<file path="src/rtl/ex_mem_wb_pipe_if.sv">
// Interface bundling the EX/MEM/WB pipeline data, hazard-unit and data-memory signals.
// master: the core side that drives EX and memory data. slave: the pipeline register block.
interface ex_mem_wb_pipe_if #(
  parameter int unsigned DATA_W = 32,
  parameter int unsigned REG_W  = 5
);
  logic              stall_m;
  logic              flush_m;
  logic              valid_ex;
  logic              regwrite_ex;
  logic              memtoreg_ex;
  logic              memwrite_ex;
  logic [DATA_W-1:0] aluout_ex;
  logic [DATA_W-1:0] writedata_ex;
  logic [REG_W-1:0]  writereg_ex;

  logic              dmem_we;
  logic [DATA_W-1:0] dmem_addr;
  logic [DATA_W-1:0] dmem_wdata;
  logic [DATA_W-1:0] dmem_rdata;

  logic              regwrite_mem;
  logic [REG_W-1:0]  writereg_mem;
  logic [DATA_W-1:0] aluout_mem;
  logic              regwrite_wb;
  logic [REG_W-1:0]  writereg_wb;
  logic [DATA_W-1:0] result_wb;
  logic [31:0]       instret;

  modport master (
    output stall_m, flush_m, valid_ex, regwrite_ex, memtoreg_ex, memwrite_ex,
    output aluout_ex, writedata_ex, writereg_ex, dmem_rdata,
    input  dmem_we, dmem_addr, dmem_wdata,
    input  regwrite_mem, writereg_mem, aluout_mem,
    input  regwrite_wb, writereg_wb, result_wb, instret
  );

  modport slave (
    input  stall_m, flush_m, valid_ex, regwrite_ex, memtoreg_ex, memwrite_ex,
    input  aluout_ex, writedata_ex, writereg_ex, dmem_rdata,
    output dmem_we, dmem_addr, dmem_wdata,
    output regwrite_mem, writereg_mem, aluout_mem,
    output regwrite_wb, writereg_wb, result_wb, instret
  );
endinterface

</file>
<file path="src/rtl/ex_mem_wb_pipe.sv">
// EX/MEM and MEM/WB pipeline registers of the 5-stage MIPS core, with data-memory
// drive, register-file write port, hazard-unit taps and a retired-instruction counter.
module ex_mem_wb_pipe #(
  parameter int unsigned DATA_W = 32,
  parameter int unsigned REG_W  = 5
) (
  input logic              clk,
  input logic              reset,
  ex_mem_wb_pipe_if.slave  bus
);

  // EX/MEM state
  logic              valid_mem_q, valid_mem_d;
  logic              regwrite_mem_q, regwrite_mem_d;
  logic              memtoreg_mem_q, memtoreg_mem_d;
  logic              memwrite_mem_q, memwrite_mem_d;
  logic [DATA_W-1:0] aluout_mem_q, aluout_mem_d;
  logic [DATA_W-1:0] writedata_mem_q, writedata_mem_d;
  logic [REG_W-1:0]  writereg_mem_q, writereg_mem_d;

  // MEM/WB state
  logic              valid_wb_q, valid_wb_d;
  logic              regwrite_wb_q, regwrite_wb_d;
  logic [REG_W-1:0]  writereg_wb_q, writereg_wb_d;
  logic [DATA_W-1:0] result_wb_q, result_wb_d;
  logic [31:0]       instret_q, instret_d;

  always_comb begin
    valid_mem_d     = valid_mem_q;
    regwrite_mem_d  = regwrite_mem_q;
    memtoreg_mem_d  = memtoreg_mem_q;
    memwrite_mem_d  = memwrite_mem_q;
    aluout_mem_d    = aluout_mem_q;
    writedata_mem_d = writedata_mem_q;
    writereg_mem_d  = writereg_mem_q;

    if (bus.flush_m) begin
      valid_mem_d     = 1'b0;
      regwrite_mem_d  = 1'b0;
      memtoreg_mem_d  = 1'b0;
      memwrite_mem_d  = 1'b0;
      aluout_mem_d    = '0;
      writedata_mem_d = '0;
      writereg_mem_d  = '0;
    end else if (!bus.stall_m) begin
      valid_mem_d     = bus.valid_ex;
      // Register $0 is hardwired, so a write to it is dropped here.
      regwrite_mem_d  = bus.regwrite_ex & bus.valid_ex & (bus.writereg_ex != '0);
      memtoreg_mem_d  = bus.memtoreg_ex;
      memwrite_mem_d  = bus.memwrite_ex;
      aluout_mem_d    = bus.aluout_ex;
      writedata_mem_d = bus.writedata_ex;
      writereg_mem_d  = bus.writereg_ex;
    end
  end

  always_comb begin
    valid_wb_d    = valid_mem_q;
    regwrite_wb_d = regwrite_mem_q;
    writereg_wb_d = writereg_mem_q;
    result_wb_d   = memtoreg_mem_q ? bus.dmem_rdata : aluout_mem_q;

    // A held MEM instruction must retire only once, so WB sees bubbles until release.
    if (bus.stall_m) begin
      valid_wb_d    = 1'b0;
      regwrite_wb_d = 1'b0;
      writereg_wb_d = writereg_wb_q;
      result_wb_d   = result_wb_q;
    end

    instret_d = instret_q + 32'(valid_wb_q);
  end

  always_ff @(posedge clk) begin
    if (reset) begin
      valid_mem_q     <= 1'b0;
      regwrite_mem_q  <= 1'b0;
      memtoreg_mem_q  <= 1'b0;
      memwrite_mem_q  <= 1'b0;
      aluout_mem_q    <= '0;
      writedata_mem_q <= '0;
      writereg_mem_q  <= '0;
      valid_wb_q      <= 1'b0;
      regwrite_wb_q   <= 1'b0;
      writereg_wb_q   <= '0;
      result_wb_q     <= '0;
      instret_q       <= '0;
    end else begin
      valid_mem_q     <= valid_mem_d;
      regwrite_mem_q  <= regwrite_mem_d;
      memtoreg_mem_q  <= memtoreg_mem_d;
      memwrite_mem_q  <= memwrite_mem_d;
      aluout_mem_q    <= aluout_mem_d;
      writedata_mem_q <= writedata_mem_d;
      writereg_mem_q  <= writereg_mem_d;
      valid_wb_q      <= valid_wb_d;
      regwrite_wb_q   <= regwrite_wb_d;
      writereg_wb_q   <= writereg_wb_d;
      result_wb_q     <= result_wb_d;
      instret_q       <= instret_d;
    end
  end

  // A stalled store writes only on its release cycle; never write while reset is applied.
  assign bus.dmem_we      = memwrite_mem_q & valid_mem_q & ~bus.stall_m & ~reset;
  assign bus.dmem_addr    = aluout_mem_q;
  assign bus.dmem_wdata   = writedata_mem_q;
  assign bus.regwrite_mem = regwrite_mem_q;
  assign bus.writereg_mem = writereg_mem_q;
  assign bus.aluout_mem   = aluout_mem_q;
  assign bus.regwrite_wb  = regwrite_wb_q;
  assign bus.writereg_wb  = writereg_wb_q;
  assign bus.result_wb    = result_wb_q;
  assign bus.instret      = instret_q;

endmodule

</file>
<file path="src/flat_wrapper.sv">
// flat-port wrapper written by rule: the top's interface ports become plain ports
module ex_mem_wb_pipe_flat 
#(
  parameter int unsigned DATA_W = 32,
  parameter int unsigned REG_W  = 5
)
  (clk, reset, bus_stall_m, bus_flush_m, bus_valid_ex, bus_regwrite_ex, bus_memtoreg_ex, bus_memwrite_ex, bus_aluout_ex, bus_writedata_ex, bus_writereg_ex, bus_dmem_rdata, bus_dmem_we, bus_dmem_addr, bus_dmem_wdata, bus_regwrite_mem, bus_writereg_mem, bus_aluout_mem, bus_regwrite_wb, bus_writereg_wb, bus_result_wb, bus_instret);
  ex_mem_wb_pipe_if #(.DATA_W(DATA_W), .REG_W(REG_W)) bus_i ();
  input logic clk;
  input logic reset;
  input wire logic [$bits(bus_i.stall_m)-1:0] bus_stall_m;
  input wire logic [$bits(bus_i.flush_m)-1:0] bus_flush_m;
  input wire logic [$bits(bus_i.valid_ex)-1:0] bus_valid_ex;
  input wire logic [$bits(bus_i.regwrite_ex)-1:0] bus_regwrite_ex;
  input wire logic [$bits(bus_i.memtoreg_ex)-1:0] bus_memtoreg_ex;
  input wire logic [$bits(bus_i.memwrite_ex)-1:0] bus_memwrite_ex;
  input wire logic [$bits(bus_i.aluout_ex)-1:0] bus_aluout_ex;
  input wire logic [$bits(bus_i.writedata_ex)-1:0] bus_writedata_ex;
  input wire logic [$bits(bus_i.writereg_ex)-1:0] bus_writereg_ex;
  input wire logic [$bits(bus_i.dmem_rdata)-1:0] bus_dmem_rdata;
  output wire logic [$bits(bus_i.dmem_we)-1:0] bus_dmem_we;
  output wire logic [$bits(bus_i.dmem_addr)-1:0] bus_dmem_addr;
  output wire logic [$bits(bus_i.dmem_wdata)-1:0] bus_dmem_wdata;
  output wire logic [$bits(bus_i.regwrite_mem)-1:0] bus_regwrite_mem;
  output wire logic [$bits(bus_i.writereg_mem)-1:0] bus_writereg_mem;
  output wire logic [$bits(bus_i.aluout_mem)-1:0] bus_aluout_mem;
  output wire logic [$bits(bus_i.regwrite_wb)-1:0] bus_regwrite_wb;
  output wire logic [$bits(bus_i.writereg_wb)-1:0] bus_writereg_wb;
  output wire logic [$bits(bus_i.result_wb)-1:0] bus_result_wb;
  output wire logic [$bits(bus_i.instret)-1:0] bus_instret;
  assign bus_i.stall_m = bus_stall_m;
  assign bus_i.flush_m = bus_flush_m;
  assign bus_i.valid_ex = bus_valid_ex;
  assign bus_i.regwrite_ex = bus_regwrite_ex;
  assign bus_i.memtoreg_ex = bus_memtoreg_ex;
  assign bus_i.memwrite_ex = bus_memwrite_ex;
  assign bus_i.aluout_ex = bus_aluout_ex;
  assign bus_i.writedata_ex = bus_writedata_ex;
  assign bus_i.writereg_ex = bus_writereg_ex;
  assign bus_i.dmem_rdata = bus_dmem_rdata;
  assign bus_dmem_we = bus_i.dmem_we;
  assign bus_dmem_addr = bus_i.dmem_addr;
  assign bus_dmem_wdata = bus_i.dmem_wdata;
  assign bus_regwrite_mem = bus_i.regwrite_mem;
  assign bus_writereg_mem = bus_i.writereg_mem;
  assign bus_aluout_mem = bus_i.aluout_mem;
  assign bus_regwrite_wb = bus_i.regwrite_wb;
  assign bus_writereg_wb = bus_i.writereg_wb;
  assign bus_result_wb = bus_i.result_wb;
  assign bus_instret = bus_i.instret;
  ex_mem_wb_pipe #(.DATA_W(DATA_W), .REG_W(REG_W)) u_core (.clk(clk), .reset(reset), .bus(bus_i));
endmodule
</file>
<file path="config.mk">
export PLATFORM = sky130hd
export DESIGN_NAME = ex_mem_wb_pipe_flat
export DESIGN_NICKNAME = d
export VERILOG_FILES = /design/src/rtl/ex_mem_wb_pipe_if.sv /design/src/rtl/ex_mem_wb_pipe.sv /design/src/flat_wrapper.sv
export SDC_FILE = /design/constraint.sdc
export NUM_CORES = 1
export LEC_CHECK = 0
export ABC_AREA = 1
export CAP_MARGIN = 20
export CORE_MARGIN = 2
export CORE_UTILIZATION = 34
export DETAILED_ROUTE_END_ITERATION = 10
export PLACE_DENSITY = 0.69
export SYNTH_ARGS = -nofsm -noshare
export SYNTH_HDL_FRONTEND = slang
export SYNTH_SLANG_ARGS = --single-unit
</file>
<file path="constraint.sdc">
create_clock -name clk -period 1.7 [get_ports clk]
set_clock_uncertainty 0.1 [all_clocks]
set_input_delay 0.17 -clock clk [delete_from_list [all_inputs] [get_ports clk]]
set_output_delay 0.17 -clock clk [all_outputs]
set_load 0.02 [all_outputs]
</file>
# Word level (Yosys, flattened, before mapping)

Index checks and enable logic that the tools add are counted.

Bits in registers: 144
Word-level logic and storage cells: 24
Input port bits: 109
Output and inout port bits: 173

Bitwise operators: 7
Reduce and logical (&&, ||, !) cells: 3
Add/subtract/negate cells: 1
Mux-type cells: 1

Operators by type and width:

| cell                   | count |
|---|---|
| adder 32 x 1 -> 32 bit | 1 |
| two-way mux 32 bit     | 1 |
| bitwise AND 1 bit      | 5 |
| nonzero test 5 bit     | 1 |
| OR reduction 2 bit     | 2 |
| NOT 1 bit              | 2 |

# Depth between registers and ports, before layout

Gate-level depths: netlist (run 1).

Depth in word-level cells: 3
Mapped depth: 9
Mapped depth without buffers: 9

# Worst setup path before layout (run 1)

No wires, ideal clock.

Path type: reg-to-reg
Start point: register u_core.instret_q[0], in the netlist u_core.bus.instret[0]
End point: register u_core.instret_q[20], in the netlist u_core.bus.instret[20]
Buffers on the path: 0
Cell stages (with the launch flop): 10
Data arrival time: 1.468 ns
Data required time: 1.485 ns
Setup time: 0.115 ns
Setup slack: 0.016 ns
Path through: dfxtp_1 > ha_1 > ha_1 > nand2_2 > nor2_4 > nand2_4 > nor2_4 > nand3_1 > nand2_1 > nor2_1

Cells in the longest elaborated chain, start to end: 1

Ends and longest elaborated chain:

| item                     | RTL line              | RTL |
|---|---|---|
| start: declaration       | ex_mem_wb_pipe.sv:26  | `logic [31:0] instret_q, instret_d;` |
| start signal: assignment | ex_mem_wb_pipe.sv:100 | `instret_q <= instret_d;` |
| adder 32 x 1 -> 32 bit   | ex_mem_wb_pipe.sv:71  | `instret_d = instret_q + 32'(valid_wb_q);` |

No other way between the ends.
A chain may end at the register's enable or synchronous reset.

# Worst setup path after layout (run 1)

Start point: register u_core.writereg_mem_q[0], in the netlist u_core.bus.writereg_mem[0]
End point: output bus_writereg_mem[0]

RTL lines:

| item                     | RTL line             | RTL |
|---|---|---|
| start: declaration       | ex_mem_wb_pipe.sv:19 | `logic [REG_W-1:0] writereg_mem_q, writereg_mem_d;` |
| start signal: assignment | ex_mem_wb_pipe.sv:95 | `writereg_mem_q <= writereg_mem_d;` |
| end: declaration         | flat_wrapper.sv:25   | `output wire logic [$bits(bus_i.writereg_mem)-1:0] bus_writereg_mem;` |

No word-level cell between the ends.

==> results, run 1 <==
- In the finished design, the share of the clock period the worst path needs comes to 0.972.
- The net count of the mapped netlist is 889.
- After synthesis, the cell types taking the most area are sky130_fd_sc_hd__dfxtp_1, sky130_fd_sc_hd__nand2_1, sky130_fd_sc_hd__a21oi_1, sky130_fd_sc_hd__mux2i_1, sky130_fd_sc_hd__nor2_1.
- The clock passes through at most 2 buffers.
- The nature of the critical path startpoint is a register.
- By startpoint and endpoint, the worst setup path is classified as reg2out.
- Across the run, the number of max-cap violations was 0.
- The launch instance of the worst register-to-register path is u_core.bus.instret[0].
- The insertion delay to the later sink of the worst-skew pair is 0.42 ns.
- The worst setup path is captured at an output port.
- The switching power of the nets is 1.98 mW.
- The via count of the first global-routing pass is 5623.
- The total number of vias is 5954.
- The critical path data required time is 1.43 ns.
- The register cell area after layout is 2890 µm².
- The setup slack on the worst flop-to-flop path is 0.06 ns.
- The analysis attributes to cell leakage a power of 4.24 nW.
- For this block, the initial DRC count from the detailed router was ~330.
- TritonCTS created 17 clock buffers.
- The die outline width is ~140 µm.
- The most common cell in the synthesized netlist is sky130_fd_sc_hd__nand2_1.
- The number of hold violations in the final report was 0.
- Counting the fill cells in the layout gives 1684.
- The detailed-routing iteration count for the pre-antenna-repair pass is 4.
- Counting instances in the post-synthesis netlist gives the leading cell types as sky130_fd_sc_hd__nand2_1, sky130_fd_sc_hd__dfxtp_1, sky130_fd_sc_hd__a21oi_1.
- In the final layout, the share of cells above drive strength 1 is 0.0822.
- The number of different library cells used by synthesis comes to 32.
- The area taken by multi-input logic gates is 2680 µm².
- The signal on the critical path passes through clkdlybuf4s50_1.
- Routability-driven placement finished with a final weighted congestion of between 0.8 and 0.9.
- The mean post-synth cell area is 7.86 µm².
- From synthesis to final layout, the design area changed by 55.8%.
- Clock tree synthesis selected as its root buffer the cell sky130_fd_sc_hd__clkbuf_16.
- Timing would allow up to 605 MHz.
- The routed length per placed instance is 15.5 µm.
- OpenSTA, run right after detailed placement, puts the worst setup slack at 0.0555 ns.
- 282 I/O pins were placed.
- The total overflow left after global routing is 0.
- The HPWL after detailed placement is around 14 mm.
- The first global-routing pass estimated between 20 and 30 mm of wire.
- The power share of the sequential group is 0.431.
- The combined buffer and inverter count along the critical path is 1.
- Counting flops with an async set or reset pin after synthesis yields a share of 0.
- Of all nets on the critical path, the largest fanout is 3.
- In the global route stage, overall resource usage came out at 0.201.
- The flow ran to the end, and the final reports show no timing, DRC or antenna violations.
- The critical register-to-register path endpoint is u_core.bus.instret[8].
- The routed wire length is 19.6 mm.
- The least setup slack across all paths after layout is between 0.04 and 0.05 ns.
- TritonCTS built the clock tree.
- Yosys printed 0 warnings.
- The worst hold path endpoint is u_core.bus.writereg_wb[2].
- The number of placement rows is 48.
- The part of the total power dissipated in the clock network is 0.460.
- Hold repair after CTS inserted 0 buffers.
- The mapped netlist covers between 6000 and 7000 µm².
- The total internal power is 6.15 mW.
- For this configuration, the core starts out at a cell density of 0.350.
- The die covers 19000 µm².
- In the synthesized netlist the dominant register cell turns out to be sky130_fd_sc_hd__dfxtp_1.
- The class of the tightest hold or removal check is in2reg.
- The placed cell count is 1225.
- The arrival time at the worst endpoint is 1.38 ns.
- CTS built an H-tree with a depth of 4.
- The proportion of synthesized chip area in sequential cells is 0.472.
- In this run the remaining antenna-violating nets after routing total 0.
- The measured slew at the worst slew-check pin is slightly below 0.5 ns.
- Entering global routing, the biggest net connects about 110 pins.
- The via count normalized by instance count is about 4.7.
- The post-route DRC violation count is 0.
- The depth of the critical timing path with buffers and inverters included is 1.
- 0 antenna diodes ended up in the layout.
- Of all cell types, the one taking the most synthesized area is sky130_fd_sc_hd__dfxtp_1.
- Of the total power, the share spent switching nets is 0.243.
- Synthesis produced 777 cells.
- The clock net in this run drives a total of around 140 sinks.
- At the end of the flow the core is filled with cells to 0.546.
- The number of port buffers is 281.
- The standard cell core area is 17400 µm².
- After clock tree synthesis, the clock-pin slew on the worst setup and hold paths is 0.06 ns.
- After the last flow step, the layout net total stands at 1133.
- Along the worst hold path, the cell count comes to 4.
- The logic gate share of total power is 0.109.
- The start point of the worst min-delay path is bus_stall_m.
- The number of cells on the worst reg-to-reg path is 8.
- The count of flip-flops with a built-in enable after synthesis is 0.
- VDD sags by at most 0.000700 V.
- The time the worst path needs with I/O delays and setup is 1.65 ns.
- The standard cell with the maximum stage delay on the critical path is sky130_fd_sc_hd__clkdlybuf4s50_1.
- The final standard cell count with taps included and fillers excluded is ~1300.
- The family with the most delay on the worst path is buffers and inverters.
- Headroom to the max-slew limit came out at 0.679.
- The number of antenna violations at the first check in global routing came to 0.
- Of the post-synthesis cell area, the dominant cell type holds 0.472.
- The count of final max-slew check failures was 0.
- In this design, the stage delay of the slowest critical-path cell is 0.62 ns.
- The total of flip-flops plus latches after synthesis is ~140.
- Setup violations remaining at the end of the flow were counted as 0.
- In this run the vertical extent of the chip is 138 µm.
- For this design the ratio of total power to cell area is 855 nW/µm².
final cells by class:
type,count,share of cell area
multi-input combinational,536,0.282
clock inverter,12,0.0139
tap,225,0.0296
clock buffer,20,0.0480
sequential,144,0.304
inverter,23,0.00908
timing repair buffer,299,0.313
tightest hold or removal path, delay by kind of cell:
kind,cells,cell delay [ns]
AO/OA/AOI/OAI,1,0.05
buffers and inverters,2,0.22
AND/OR/NAND/NOR,1,0.09
state kept, by name, summed over array words and instances (netlist names):
register,flops
u_core.memwrite_mem_q,1
u_core.valid_mem_q,1
u_core.bus.aluout_mem,32
u_core.bus.result_wb,32
u_core.bus.instret,32
u_core.bus.writereg_wb,5
u_core.bus.regwrite_mem,1
u_core.bus.dmem_wdata,32
u_core.bus.regwrite_wb,1
u_core.valid_wb_q,1
u_core.memtoreg_mem_q,1
u_core.bus.writereg_mem,5
how the worst max path moves through the flow:
stage	slack [ns]	to	startpoint
after CTS	0.0006	bus_dmem_addr[15]	u_core.bus.aluout_mem[15]
after detailed placement	0.06	u_core.bus.instret[24]	u_core.bus.instret[0]
after global placement	0.11	u_core.bus.instret[12]	u_core.bus.instret[0]
after floorplan	0.02	u_core.bus.instret[20]	u_core.bus.instret[0]
final	0.05	bus_writereg_mem[0]	u_core.bus.writereg_mem[0]
after global routing	-0.009	u_core.bus.instret[20]	u_core.bus.instret[0]
metal layers:
metal | share of wire | GRT usage | vias to the layer above
li1 | - | - | 2990
met1 | 0.40 | 0.236 | 2710
met2 | 0.49 | 0.340 | 229
met3 | 0.088 | 0.0742 | 25
met4 | 0.018 | 0.0612 | 0
met5 | 0 | 0 | -
power groups by stage:
| stage | Combinational (mW) | Sequential (mW) | Clock [mW] |
|---|---|---|---|
| after floorplan | 0.334 | 3.66 | 0 |
| after global placement | 0.919 | 3.58 | 0 |
| after detailed placement | 0.923 | 3.59 | 0 |
| after CTS | 0.895 | 3.51 | 3.83 |
| after global routing | 0.953 | 3.52 | 3.96 |
| final | 0.883 | 3.51 | 3.74 |
cells in the final DEF, fill, tap and decap left out, types with 3 or more instances in the layout:
cell type,n
sky130_fd_sc_hd__inv_1,21
sky130_fd_sc_hd__buf_12,7
sky130_fd_sc_hd__a21oi_1,94
sky130_fd_sc_hd__nand2_2,6
sky130_fd_sc_hd__o21ai_0,34
sky130_fd_sc_hd__nand3_1,46
sky130_fd_sc_hd__dlymetal6s2s_1,24
sky130_fd_sc_hd__xor2_1,3
sky130_fd_sc_hd__clkinv_2,3
sky130_fd_sc_hd__buf_4,13
sky130_fd_sc_hd__nand4_1,3
sky130_fd_sc_hd__and2_1,3
sky130_fd_sc_hd__clkbuf_16,17
sky130_fd_sc_hd__clkdlybuf4s50_1,165
sky130_fd_sc_hd__nor2_1,67
sky130_fd_sc_hd__dfxtp_1,141
sky130_fd_sc_hd__nand2_4,3
sky130_fd_sc_hd__mux2i_1,32
sky130_fd_sc_hd__clkinvlp_4,3
sky130_fd_sc_hd__nor2_2,6
sky130_fd_sc_hd__nor2_4,8
sky130_fd_sc_hd__dlygate4sd2_1,90
sky130_fd_sc_hd__nand2_1,212
sky130_fd_sc_hd__a211oi_1,3
per-stage QoR:
stage / cell area (µm²) / setup TNS [ns] / power, mW / hold WS, ns
2_1_floorplan: 6100 / 0 / 4.00 / 0.211
6_report: 9510 / 0 / 8.13 / 0.0646
4_1_cts: 9400 / 0 / 8.24 / 0.0509
3_5_place_dp: 8920 / 0 / 4.51 / 0.354
5_1_grt: 9510 / -0.0180 / 8.43 / 0.0887
3_3_place_gp: 8920 / 0 / 4.50 / 0.351
cells by family (layout without fill, tap and decap cells):
group | count (synthesis) | after routing | share of synthesized area
AOI/OAI and AO/OA | 134 | 134 | 0.112
xor gates and xnor gates | 3 | 3 | 0.00431
adders and majority gates | 3 | 3 | 0.00615
buffers and inverters | 97 | 354 | 0.0929
DFF | 144 | 144 | 0.472
muxes | 32 | 32 | 0.0525
and+or+nand+nor | 364 | 364 | 0.260
what timing repair did:
action,CTS,global route
pin swaps,0,3
endpoints found under the setup margin,93,34
setup buffers,0,2
resized for setup,90,33
Power figures use the tool's default switching activity.
==> inputs of run 2 (changes only) <==
RECOVER_POWER = 25   (was not set)
==> run 2 against run 1 <==
Net effect: fmax about the same; sequential power about the same; register-to-register slack about the same; flip-flop and latch count unchanged; final cell count unchanged; combinational power decreased by 1%; global-route usage unchanged; power decreased by 0.16%; hold slack got worse by 0.0064 ns; core utilization decreased by 0.21 points; non-clock buffer count unchanged; largest power group unchanged; clock power about the same; critical path type unchanged; highest routed layer unchanged.
==> results, run 2 (synthesized netlist as in run 1, its figures left out) <==
- In this run the power density over the cells is 857 nW/µm².
- The total setup violations reported at the end of the flow is 0.
- The number of port buffers is 281.
- The stage delay of the slowest cell on the critical path is slightly above 0.6 ns.
- In the final routed layout, each cell accounts on average for 15.5 µm.
- The number of hold violations in the final report is 0.
- The first-pass GRT wire length is 29.3 mm.
- The routed wire length is 19.5 mm.
- The TritonCTS buffer count is 17.
- The clock tree synthesis step divided the H-tree into 4 levels.
- After clock tree synthesis, the clock-pin slew on the worst setup and hold paths is 0.06 ns.
- Entering global routing, the biggest net connects 108 pins.
- The critical path capture point is bus_writereg_mem[0].
- The repair_antennas step left the layout with diodes totalling 0.
- The count of routing violations after the opening detailed-route iteration is about 330.
- The startpoint identified for the worst register-to-register timing path is u_core.bus.instret[0].
- The floorplan has 48 rows.
- The root buffer cell chosen for the clock tree is sky130_fd_sc_hd__clkbuf_16.
- After detailed routing, the number of vias per cell comes to roughly 4.7.
- The congestion estimate from routability-driven global placement came to 0.832.
- The least setup slack across all paths after layout is 0.0486 ns.
- At the later pin of the worst-skew pair, clock insertion delay measures 0.42 ns.
- The reported max-cap violation count is 0.
- In this run the number of cells on the critical path is 1.
- The class of the tightest hold or removal check is in2reg.
- Of the available clock period, the critical path in the final layout requires 0.971.
- After floorplanning, the core was sized to cover 17400 µm².
- The placed wire-length estimate is 13.9 mm.
- The critical path goes through clkdlybuf4s50_1.
- On the critical path the largest part of the delay comes from buffers and inverters.
- The routed layout has 5932 vias.
- Measured on the finished design, the core utilization comes to 0.544.
- On the critical path, the stage with the largest delay is an instance of sky130_fd_sc_hd__clkdlybuf4s50_1.
- The number of buffers on the longest clock path is 2.
- The worst setup path is captured at an output port.
- The number of antenna violations at the first check in global routing was 0.
- The die covers around 19000 µm².
- The arrival time at the worst endpoint is 1.38 ns.
- The time the worst path needs with I/O delays and setup is 1.65 ns.
- The relative slew slack is 0.431.
- Across every metal layer, demand over resource in global routing totals 0.201.
- In this run the static leakage power is 4.22 nW.
- For this design, the CTS-stage hold fixing added 0 buffers.
- In this run the critical register-to-register path is captured at u_core.bus.instret[8].
- In the layout the commonest cells are sky130_fd_sc_hd__nand2_1, sky130_fd_sc_hd__clkdlybuf4s50_1, sky130_fd_sc_hd__dfxtp_1.
- The origin of the worst setup path is u_core.bus.writereg_mem[0].
- The count of final max-slew check failures came to 0.
- The final sum of negative setup slack is 0 ns.
- By startpoint and endpoint, the worst setup path is classified as reg2out.
- At the placement stage, the worst setup path has a slack of 0.0555 ns.
- The pre-antenna-repair detailed-routing pass consisted of 4 iterations.
- In the final layout, the share of cells above drive strength 1 is 0.0803.
- At the worst endpoint, the required time is 1.43 ns.
- The die outline width is about 140 µm.
- VDD sags by at most 0.000699 V.
- Based on the critical path, the design can be clocked at up to 606 MHz.
- In this run the worst path has a maximum fanout of 3.
- The total overflow left after global routing is 0.
- The library cell used most frequently in the layout, excluding fill and tap cells, is sky130_fd_sc_hd__nand2_1.
- During I/O placement, the number of pins put on the boundary was 282.
- The number of clock sinks is 144.
- The combined buffer and inverter count along the critical path is 1.
- The height of the die is 138 µm.
- The final layout net count is 1133.
- TritonCTS built the clock tree.
- The number of cells on the worst reg-to-reg path is 8.
- For this run, design rule violations remaining after detail routing come to 0.
- The flow ran to the end, and the final reports show no timing, DRC or antenna violations.
- The via count of the first global-routing pass came to 5623.
- Relative to the synthesized area, the layout overhead comes to 55.2%.
- For this configuration, the core starts out at a cell density of 0.350.
- The setup slack on the worst flop-to-flop path is ~0.060 ns.
- The worst setup path is launched from a register.
- For the pin with the worst max-slew slack, the measured transition is 0.853 ns.
- The final antenna-violating net count is 0.
- The design draws ~8.1 mW.
[run 2: routing by layer]
metal,GRT usage,vias to the layer above,part of all wire
met1,0.236,2697,0.41
li1,-,2994,-
met3,0.0742,22,0.085
met2,0.340,219,0.49
met4,0.0612,0,0.017
met5,0,-,0
[run 2: area by class of cell]
cell class,count,area (µm²)
fill,1689,7950
timing repair buffer,299,2940
sequential,144,2890
multi-input combinational,536,2680
clock buffer,20,457
tap,225,282
clock inverter,12,133
inverter,23,86.3
[run 2: through the flow]
step | cell area, µm² | std cells | hold WS (ns)
2_1_floorplan | 6100 | 777 | 0.211
3_3_place_gp | 8920 | 1225 | 0.351
3_5_place_dp | 8920 | 1225 | 0.354
4_1_cts | 9400 | 1257 | 0.0509
5_1_grt | 9470 | 1259 | 0.0841
6_report | 9470 | 1259 | 0.0582
[run 2: worst register-to-register path, delay by kind of cell, from the launching register on]
kind / cells / cell delay (ns)
AOI/OAI and AO/OA: 2 / 0.24
DFF: 1 / 0.37
and+or+nand+nor: 3 / 0.35
adders and majority gates: 2 / 0.33
buffers and inverters: 1 / 0.15
[run 2: worst min path at each step]
stage | start | to | cells past startpoint
2_1_floorplan | bus_aluout_ex[31] | u_core.bus.aluout_mem[31] | 2
3_3_place_gp | u_core.bus.dmem_wdata[13] | u_core.bus.dmem_wdata[13] | 2
3_5_place_dp | u_core.bus.dmem_wdata[20] | u_core.bus.dmem_wdata[20] | 2
4_1_cts | bus_stall_m | u_core.bus.writereg_wb[2] | 4
5_1_grt | bus_stall_m | u_core.bus.writereg_wb[2] | 4
6_report | bus_stall_m | u_core.bus.writereg_wb[1] | 4
[run 2: timing repair]
item / CTS / global route
gates resized for setup: 90 / 33
setup endpoints to repair: 93 / 34
cloned: 0 / 0
setup buffers: 0 / 2
pin swaps: 0 / 3
[run 2: where the power goes]
part	switching (mW)	internal [mW]	leakage, nW
clock network	1.49	2.25	0.283
logic	0.424	0.449	2.77
registers	0.0575	3.45	1.17
total	1.97	6.14	4.22
